**config.mk**
```make
export PLATFORM = sky130hd
export DESIGN_NAME = gates_bist_ctrl
export DESIGN_NICKNAME = d
export VERILOG_FILES = /design/src/rtl/gates_bist_ctrl.sv
export SDC_FILE = /design/constraint.sdc
export NUM_CORES = 1
export LEC_CHECK = 0
export ABC_AREA = 1
export CORE_MARGIN = 3
export CORE_UTILIZATION = 50
export CTS_CLUSTER_DIAMETER = 30
export DETAILED_ROUTE_END_ITERATION = 8
export PLACE_DENSITY = 0.79
export SLEW_MARGIN = 30
export SYNTH_ARGS = -nofsm -noshare
export SYNTH_HDL_FRONTEND = slang
export SYNTH_SLANG_ARGS = --single-unit
export TNS_END_PERCENT = 20
```
**constraint.sdc**
```tcl
create_clock -name clk -period 1.89 [get_ports clk]
set_input_delay 0.378 -clock clk [delete_from_list [all_inputs] [get_ports clk]]
set_output_delay 0.378 -clock clk [all_outputs]
set_load 0.03 [all_outputs]
```
**src/rtl/gates_bist_ctrl.sv**
```systemverilog
// BIST sequencer: applies the 16 input vectors of a 4-in/10-out gate block and compacts responses into a 16-bit MISR.
// Latency: SETTLE_CYC+1 cycles per vector; done rises 16*(SETTLE_CYC+1) cycles after start is sampled.
// No backpressure: start is only honoured in IDLE/DONE; abort cancels an active run on the next edge.
module gates_bist_ctrl #(
  parameter int unsigned SETTLE_CYC = 1,
  parameter logic [15:0] EXP_SIG    = 16'h0000,
  parameter logic [15:0] SEED       = 16'hFFFF
) (
  input  logic        clk,
  input  logic        rst,
  input  logic        start,
  input  logic        abort,
  input  logic [9:0]  resp,
  output logic [3:0]  vec,
  output logic        busy,
  output logic        done,
  output logic        pass,
  output logic [15:0] sig
);

  localparam logic [3:0] SETTLE_LD = 4'(SETTLE_CYC);

  typedef enum logic [1:0] {IDLE, SETTLE, CAPTURE, DONE} state_t;

  state_t      state, state_nxt;
  logic [3:0]  idx, idx_nxt;
  logic [3:0]  cnt, cnt_nxt;
  logic [3:0]  vec_nxt;
  logic [15:0] sig_nxt;
  logic [15:0] misr;
  logic        pass_nxt;

  // One MISR step: shift with CRC-16-CCITT feedback, fold in the 10 response bits.
  assign misr = {sig[14:0], 1'b0} ^ (sig[15] ? 16'h1021 : 16'h0000) ^ {6'b0, resp};

  // State register.
  always_ff @(posedge clk) begin
    if (rst) state <= IDLE;
    else     state <= state_nxt;
  end

  // Next-state and datapath next values; abort outranks both capture and the move to DONE.
  always_comb begin
    state_nxt = state;
    idx_nxt   = idx;
    cnt_nxt   = cnt;
    sig_nxt   = sig;
    pass_nxt  = pass;
    case (state)
      IDLE, DONE: begin
        if (start) begin
          state_nxt = SETTLE;
          sig_nxt   = SEED;
          idx_nxt   = 4'd0;
          cnt_nxt   = SETTLE_LD;
          pass_nxt  = 1'b0;
        end
      end
      SETTLE: begin
        if (abort) begin
          state_nxt = IDLE;
          idx_nxt   = 4'd0;
          cnt_nxt   = 4'd0;
          pass_nxt  = 1'b0;
        end else begin
          cnt_nxt = cnt - 4'd1;
          if (cnt == 4'd1) state_nxt = CAPTURE;
        end
      end
      CAPTURE: begin
        if (abort) begin
          state_nxt = IDLE;
          idx_nxt   = 4'd0;
          cnt_nxt   = 4'd0;
          pass_nxt  = 1'b0;
        end else begin
          sig_nxt = misr;
          if (idx == 4'd15) begin
            state_nxt = DONE;
            pass_nxt  = (misr == EXP_SIG);
          end else begin
            state_nxt = SETTLE;
            idx_nxt   = idx + 4'd1;
            cnt_nxt   = SETTLE_LD;
          end
        end
      end
      default: state_nxt = IDLE;
    endcase
    vec_nxt = (state_nxt == IDLE) ? 4'd0 : idx_nxt;
  end

  // Datapath registers; vec is registered from the next index so it lines up with the state.
  always_ff @(posedge clk) begin
    if (rst) begin
      idx  <= 4'd0;
      cnt  <= 4'd0;
      sig  <= 16'h0000;
      pass <= 1'b0;
      vec  <= 4'd0;
    end else begin
      idx  <= idx_nxt;
      cnt  <= cnt_nxt;
      sig  <= sig_nxt;
      pass <= pass_nxt;
      vec  <= vec_nxt;
    end
  end

  assign busy = (state == SETTLE) || (state == CAPTURE);
  assign done = (state == DONE);

endmodule

```
==> Flow_metrics.wiki, run 1 <==
{| class="wikitable"
! Metric !! Value
|-
| Outcome || completed
|-
| Die height || between 60 and 70 µm
|-
| Via count of the first global-routing pass || 1421
|-
| Detailed Route WL || 3600 µm
|-
| Number of endpoints with negative hold slack in the final report || 0
|-
| Largest cells by area after synthesis || sky130_fd_sc_hd__dfxtp_1, sky130_fd_sc_hd__nand2_1, sky130_fd_sc_hd__inv_1, sky130_fd_sc_hd__a221oi_2, sky130_fd_sc_hd__ha_1
|-
| Startpoint types || flip-flop
|-
| Met1 usage || 20.2%
|-
| Num CTS Buffers || 5
|-
| Synthesized netlist net count || 247
|-
| Number of different library cells in the post-synthesis netlist || 27
|-
| Die Footprint || 0.00408 mm²
|-
| Leftover overflow at the end of global routing || 0
|-
| Inserted Diodes || 0
|-
| Worst setup path endpoint || busy
|-
| Worst slew margin relative to its limit || 67.8%
|-
| Cell Chain, Critical Path || inv_1, ha_1, buf_4, inv_4, buf_6
|-
| Family with the most delay on the worst path || buffers and inverters
|-
| Num Clock Sinks || 31
|-
| Transition time of the tightest slew-check pin || between 400 and 500 ps
|-
| Antenna violations before repair || 0
|-
| Fin crit share || 96.5%
|-
| Clock period minus final worst setup slack || around 1800 ps
|-
| Crit Reg-Reg Startpoint || state[0]$_SDFF_PP0_
|-
| DRT antenna net count || 0
|-
| Ratio of routed vias to standard cells || roughly 4.9
|-
| Wire length of the first global-routing pass || 5920 µm
|-
| Layout area overhead || 29.8%
|-
| Core area || around 0.0031 mm²
|-
| Start point of the critical path || state[0]$_SDFF_PP0_
|-
| Post-Synthesis Cells || about 230
|-
| FP Rows || 20
|-
| Pwr per Cell Area || between 700 and 800 mW/mm²
|-
| Detail-routed net length per standard cell || ~11 µm
|-
| Internal power contribution || between 1000 and 1500 µW
|-
| Max clock buf depth || 2
|-
| Post-synth top area cell || sky130_fd_sc_hd__dfxtp_1
|-
| Unrepaired setup endpoints after global routing || true
|-
| IO Count || 37
|-
| Post-synthesis instance area || roughly 0.0017 mm²
|-
| Highest ir drop seen on vdd || roughly 0.53 mV
|-
| Met3 layer usage reported by global route || under 10%
|-
| Setup Skew || 4.20 ps
|-
| Fin nets || slightly below 300
|-
| Most common cell after layout, fill and taps aside || sky130_fd_sc_hd__nand2_1
|-
| Share of cells above drive strength 1 || between 15 and 20%
|-
| Final-layout worst hold slack || 502 ps
|-
| Number of buffers added to fix hold violations after cts || 0
|-
| All-Layer GR Usage || around a fifth
|-
| Endpoint of the most critical register-to-register path || sig[9]$_SDFFE_PP0P_
|-
| Buffers and inverters on the worst path || 4
|-
| Count of TritonRoute iterations in the first routing pass || 4
|-
| Peak per-stage delay on the critical path || 340 ps
|-
| Port bufs || 36
|-
| Area taken by multi-input logic gates || approximately 860 µm²
|-
| Path type of the worst setup path || flip-flop to output pin
|-
| Seq/Total Area, Yosys || a little under two fifths
|-
| Data required time at the worst endpoint || roughly 1500 ps
|-
| Global placer's final weighted congestion || 0.821
|-
| Register share of total power || about 45%
|-
| Initial cell density of the core || 53.5%
|-
| Pins Over Slew Limit || 0
|-
| Synth Register Bits || 31
|-
| Total of endpoints with negative setup slack in the final report || 0
|-
| Leakage || 0.00104 µW
|-
| Number of placed instances with taps included || between 300 and 400
|-
| Violation count after the first detailed-routing iteration || roughly 50
|-
| Setup TNS after final layout || 0 ps
|-
| Nature of the critical path endpoint || output pin
|-
| Yosys warning count || 0
|-
| Fill count || between 200 and 300
|-
| Kind of path behind the tightest hold check || flip-flop to flip-flop
|-
| H-tree levels || 2
|-
| Slack of the worst reg-to-reg path || 280 ps
|-
| Clock network fraction of design power || a little under a quarter
|-
| Busiest grt layer || met2
|-
| Worst EP arrival || approximately 1500 ps
|-
| Highest attainable clock frequency || ~550 MHz
|-
| HPWL after detailed placement || about 2700 µm
|-
| Highest-count cells in the layout ignoring fill and taps || sky130_fd_sc_hd__nand2_1, sky130_fd_sc_hd__inv_1, sky130_fd_sc_hd__clkdlybuf4s50_1
|-
| Total power of the final layout || 1670 µW
|-
| Number of cells traversed by the worst register-to-register path || 7
|-
| Maximum number of pins on one net before global-route repair || 21
|-
| Switching power || roughly 590 µW
|-
| Non-filler cells in the finished layout || 318
|-
| Clock tree from TritonCTS || built
|-
| Proportion of total power due to net switching || 35.6%
|-
| DR DRC count || 0
|-
| Count of maximum capacitance violations || 0
|-
| Root cell of the clock tree || sky130_fd_sc_hd__clkbuf_4
|-
| Area fraction of the dominant cell type after synthesis || between 30% and 40%
|-
| Largest driver fanout on the critical path || 9
|-
| Area taken by flip-flops and latches || 622 µm²
|-
| Die Span X || 63.9 µm
|-
| Combinational fraction of design power || approximately 33%
|-
| CTS clock-pin slew for the worst setup and hold paths || around 100 ps
|-
| Met2 Usage GRT || 32.0%
|-
| Synth Area per Inst || 7.37 µm²
|-
| Critical Path Slowest Stage Cell || sky130_fd_sc_hd__dfxtp_2
|-
| Vias || 1556
|-
| Logic depth of the worst path, buffers included || 5
|-
| Clock insertion delay at the later pin of the skew report || between 300 and 400 ps
|}
-- cell type report --
cell class	instances	area share, %
Tap cell	44	2.53
Clock buffer	7	2.07
Multi-Input combinational cell	146	39.4
Sequential cell	31	28.6
Clock inverter	1	0.230
Timing Repair Buffer	43	19.1
Inverter	46	8.06
-- power by group through the flow --
stage	clock, µW	sequential, µW	combinational (µW)
after detailed placement	0	764	535
final	376	749	540
after global placement	0	762	526
after CTS	385	748	542
after floorplan	0	847	266
after global routing	421	758	586
-- cells in the mapped netlist --
cell	count
sky130_fd_sc_hd__a211oi_1	1
sky130_fd_sc_hd__a211oi_2	1
sky130_fd_sc_hd__a21oi_1	5
sky130_fd_sc_hd__a221oi_1	5
sky130_fd_sc_hd__a221oi_2	10
sky130_fd_sc_hd__a31oi_1	2
sky130_fd_sc_hd__buf_6	2
sky130_fd_sc_hd__clkbuf_1	2
sky130_fd_sc_hd__dfxtp_1	31
sky130_fd_sc_hd__ha_1	6
sky130_fd_sc_hd__inv_1	41
sky130_fd_sc_hd__inv_2	5
sky130_fd_sc_hd__nand2_1	64
sky130_fd_sc_hd__nand2_2	4
sky130_fd_sc_hd__nand2_4	1
sky130_fd_sc_hd__nand3_1	9
sky130_fd_sc_hd__nand4_1	1
sky130_fd_sc_hd__nor2_1	18
sky130_fd_sc_hd__nor2_2	4
sky130_fd_sc_hd__nor3_1	3
sky130_fd_sc_hd__nor3b_2	1
sky130_fd_sc_hd__o21a_1	1
sky130_fd_sc_hd__o21ai_0	3
sky130_fd_sc_hd__o21ai_1	2
sky130_fd_sc_hd__o21ai_2	2
sky130_fd_sc_hd__xnor2_1	2
sky130_fd_sc_hd__xor2_1	1
-- logic make-up after synthesis --
kind of cell	after synthesis	share of synthesized area, %
xor gates and xnor gates	3	1.57
and+or+nand+nor	105	26.8
DFF	31	37.1
AOI/OAI and AO/OA	32	18.0
buffers and inverters	50	12.1
adders and majority gates	6	4.48
-- repair_timing --
item,in CTS,in global routing
endpoints found under the setup margin,2,16
gates resized for setup,3,3
pin swaps,0,0
buffers inserted,0,0
-- worst min-delay path by stage --
| stage | slack, ps | to | depth (start not counted) | startpoint |
|---|---|---|---|---|
| 2_1_floorplan | 460 | cnt[0]$_SDFFE_PP0P_ | 1 | rst |
| 3_3_place_gp | 490 | sig[7]$_SDFFE_PP0P_ | 2 | sig[7]$_SDFFE_PP0P_ |
| 3_5_place_dp | 490 | sig[7]$_SDFFE_PP0P_ | 2 | sig[7]$_SDFFE_PP0P_ |
| 4_1_cts | 510 | sig[7]$_SDFFE_PP0P_ | 2 | sig[7]$_SDFFE_PP0P_ |
| 5_1_grt | 530 | sig[7]$_SDFFE_PP0P_ | 2 | sig[7]$_SDFFE_PP0P_ |
| 6_report | 500 | sig[7]$_SDFFE_PP0P_ | 2 | sig[7]$_SDFFE_PP0P_ |
-- worst min-delay path: stages, from the launching register on --
cell,delay (ps)
sky130_fd_sc_hd__dfxtp_1,340
sky130_fd_sc_hd__inv_1,50
sky130_fd_sc_hd__a221oi_1,60
-- sequential cells by signal (all words and copies together), names as in the netlist --
signal / count
state: 2
pass: 1
idx: 4
vec: 4
sig: 16
cnt: 4
-- metrics by stage --
stage | cell area (µm²) | utilization (%) | setup WS (ps)
floorplan | 1670 | - | 321
detailed placement | 2110 | 67.4 | -142
global placement | 2110 | 67.4 | -126
finish | 2170 | 69.5 | 66.5
global route | 2170 | 69.5 | -10.5
CTS | 2160 | 69.2 | 40.7
-- layer usage --
metal	share of wire (%)	vias up
li1	-	817
met1	44	690
met4	2.1	0
met2	48	41
met3	6.1	8
met5	0	-
No activity file was read; power rests on OpenSTA's default activity.
==> run 2: changes to the inputs <==
--- a/config.mk
+++ b/config.mk
@@ -15,4 +15,3 @@
 export SYNTH_ARGS = -nofsm -noshare
 export SYNTH_HDL_FRONTEND = slang
 export SYNTH_SLANG_ARGS = --single-unit
-export TNS_END_PERCENT = 20
==> run 2 against run 1 <==
Critical path depth unchanged. Global-route usage unchanged. Wire length hardly changed. Largest power group unchanged. Total power about the same. Register-to-register slack is essentially flat. Core utilization rose by 0.080 points.
==> Flow_metrics.wiki, run 2 (synthesis results as in run 1) <==
{| class="wikitable"
! Metric !! Value
|-
| Outcome || completed
|-
| Clock period minus final worst setup slack || 1800 ps (-20.6 ps)
|-
| Detailed Route WL || 3600 µm (about the same)
|-
| Fin nets || 293 (unchanged)
|-
| Ratio of routed vias to standard cells || 4.89 (unchanged)
|-
| Non-filler cells in the finished layout || 318 (unchanged)
|-
| DR DRC count || 0 (unchanged)
|-
| Vias || 1556 (unchanged)
|-
| Nature of the critical path endpoint || output pin
|-
| Endpoint of the most critical register-to-register path || sig[9]$_SDFFE_PP0P_
|-
| Total of endpoints with negative setup slack in the final report || 0 (unchanged)
|-
| Wire length of the first global-routing pass || 5920 µm (unchanged)
|-
| CTS clock-pin slew for the worst setup and hold paths || 100 ps (about the same)
|-
| Global placer's final weighted congestion || 0.821 (unchanged)
|-
| Kind of path behind the tightest hold check || flip-flop to flip-flop
|-
| Detail-routed net length per standard cell || 11.3 µm (about the same)
|-
| Unrepaired setup endpoints after global routing || false
|-
| Crit Reg-Reg Startpoint || state[0]$_SDFF_PP0_
|-
| H-tree levels || 2 (unchanged)
|-
| Die Span X || 63.9 µm (unchanged)
|-
| HPWL after detailed placement || 2700 µm (unchanged)
|-
| Count of maximum capacitance violations || 0 (unchanged)
|-
| Data required time at the worst endpoint || 1510 ps (about the same)
|-
| Leftover overflow at the end of global routing || 0 (unchanged)
|-
| Num CTS Buffers || 5 (unchanged)
|-
| Via count of the first global-routing pass || 1421 (unchanged)
|-
| DRT antenna net count || 0 (unchanged)
|-
| Num Clock Sinks || 31 (unchanged)
|-
| Initial cell density of the core || 53.5% (unchanged)
|-
| Highest attainable clock frequency || 555 MHz (+1.1%)
|-
| Number of cells traversed by the worst register-to-register path || 7 (unchanged)
|-
| Path type of the worst setup path || flip-flop to output pin
|-
| Maximum number of pins on one net before global-route repair || 21 (unchanged)
|-
| Share of cells above drive strength 1 || 15.7% (unchanged)
|-
| Worst EP arrival || 1420 ps (-30 ps)
|-
| IO Count || 37 (unchanged)
|-
| Fill count || 274 (unchanged)
|-
| Highest ir drop seen on vdd || 0.526 mV (about the same)
|-
| Slack of the worst reg-to-reg path || 280 ps (about the same)
|-
| Pwr per Cell Area || 766 mW/mm² (about the same)
|-
| Clock insertion delay at the later pin of the skew report || 340 ps (about the same)
|-
| Worst slew margin relative to its limit || 67.8% (about the same)
|-
| Setup TNS after final layout || 0 ps (unchanged)
|-
| Start point of the critical path || state[0]$_SDFF_PP0_
|-
| Layout area overhead || 30.0%
|-
| Area taken by flip-flops and latches || 622 µm² (unchanged)
|-
| Switching power || 594 µW (+0.16%)
|-
| Proportion of total power due to net switching || 35.7% (about the same)
|-
| Area taken by multi-input logic gates || 856 µm² (unchanged)
|-
| Fin crit share || 95.4% (-1.1 points)
|-
| Number of placed instances with taps included || 310 (unchanged)
|-
| Largest driver fanout on the critical path || 9 (unchanged)
|-
| Root cell of the clock tree || sky130_fd_sc_hd__clkbuf_4
|-
| Number of flip-flops under the largest register name || 16 (unchanged)
|-
| Number of endpoints with negative hold slack in the final report || 0 (unchanged)
|-
| Violation count after the first detailed-routing iteration || 49 (unchanged)
|-
| All-Layer GR Usage || 18.8% (unchanged)
|-
| Register share of total power || 44.9% (about the same)
|-
| Die height || 63.9 µm (unchanged)
|-
| Leakage || 0.00104 µW (about the same)
|-
| Clock tree from TritonCTS || built
|-
| Inserted Diodes || 0 (unchanged)
|-
| Register with the most flip-flops || sig
|-
| Setup Skew || 4.20 ps (unchanged)
|-
| Startpoint types || flip-flop
|-
| Transition time of the tightest slew-check pin || 482 ps (-0.00811 ps)
|-
| Most common cell after layout, fill and taps aside || sky130_fd_sc_hd__nand2_1
|-
| Die Footprint || 0.00408 mm² (unchanged)
|-
| Port bufs || 36 (unchanged)
|-
| Internal power contribution || 1070 µW (about the same)
|-
| Max clock buf depth || 2 (unchanged)
|-
| Combinational fraction of design power || 32.5% (about the same)
|-
| Highest-count cells in the layout ignoring fill and taps || sky130_fd_sc_hd__nand2_1, sky130_fd_sc_hd__inv_1, sky130_fd_sc_hd__clkdlybuf4s50_1
|-
| Core area || 0.00313 mm² (unchanged)
|-
| FP Rows || 20 (unchanged)
|-
| Antenna violations before repair || 0 (unchanged)
|-
| Worst setup path endpoint || busy
|-
| Count of TritonRoute iterations in the first routing pass || 4 (unchanged)
|-
| Pins Over Slew Limit || 0 (unchanged)
|-
| Clock network fraction of design power || 22.5% (about the same)
|}
==> run 2: cell types whose count changed in the layout (fill, tap and decap cells not counted) <==
cell                    delta
sky130_fd_sc_hd__inv_4     -1
sky130_fd_sc_hd__inv_6     +1
==> run 2: final cells by class <==
type,count,area share (%)
clock buffer,7,2.07
timing repair buffer,43,19.1
tap,44,2.53
inverter,46,8.17
sequential,31,28.6
clock inverter,1,0.230
multi-input combinational,146,39.3
==> run 2: stage by stage <==
| step | total power, µW | hold WS [ps] | instance area (µm²) | util (%) | worst slack (ps) |
|---|---|---|---|---|---|
| 6_report | 1670 | 502 | 2180 | 69.6 | 87.1 |
| 5_1_grt | 1770 | 531 | 2180 | 69.6 | 11.0 |
| 4_1_cts | 1670 | 506 | 2160 | 69.2 | 40.7 |
| 3_5_place_dp | 1300 | 493 | 2110 | 67.4 | -142 |
| 3_3_place_gp | 1290 | 491 | 2110 | 67.4 | -126 |
| 2_1_floorplan | 1110 | 456 | 1670 | - | 321 |
==> run 2: worst min-delay path by stage <==
stage / from / end / depth (start not counted) / slack, ps
floorplan: rst / cnt[0]$_SDFFE_PP0P_ / 1 / 460
global placement: sig[7]$_SDFFE_PP0P_ / sig[7]$_SDFFE_PP0P_ / 2 / 490
detailed placement: sig[7]$_SDFFE_PP0P_ / sig[7]$_SDFFE_PP0P_ / 2 / 490
CTS: sig[7]$_SDFFE_PP0P_ / sig[7]$_SDFFE_PP0P_ / 2 / 510
global route: sig[7]$_SDFFE_PP0P_ / sig[7]$_SDFFE_PP0P_ / 2 / 530
finish: sig[7]$_SDFFE_PP0P_ / sig[7]$_SDFFE_PP0P_ / 2 / 500
==> run 2: repair_timing <==
action                                  4_1_cts  5_1_grt
endpoints found under the setup margin        2       16
hold endpoints to repair                      0        0
buffers inserted                              0        0
hold buffers                                  0        0
resized for setup                             3        4
gates cloned                                  0        0
==> run 2: power by group through the flow <==
| stage | sequential (µW) | clock [µW] | combinational [µW] |
|---|---|---|---|
| after global placement | 762 | 0 | 526 |
| after floorplan | 847 | 0 | 266 |
| final | 749 | 376 | 542 |
| after CTS | 748 | 385 | 542 |
| after detailed placement | 764 | 0 | 535 |
| after global routing | 758 | 421 | 588 |
==> run 2: worst max-delay path, cell delays in order, from the launching register on <==
cell and delay, ps:
sky130_fd_sc_hd__dfxtp_2 340, sky130_fd_sc_hd__inv_1 40, sky130_fd_sc_hd__ha_1 310, sky130_fd_sc_hd__buf_4 170, sky130_fd_sc_hd__inv_6 90, sky130_fd_sc_hd__buf_6 130
==> run 2: per-layer routing <==
layer  vias up  share of wire, %  track usage, %  wire (µm)
met5         -                 0               0          0
met4         0               2.1            10.8         77
met3         8               6.1            6.33        219
met2        41                48            32.0       1740
met1       690                43            20.2       1560
li1        817                 -               -          -
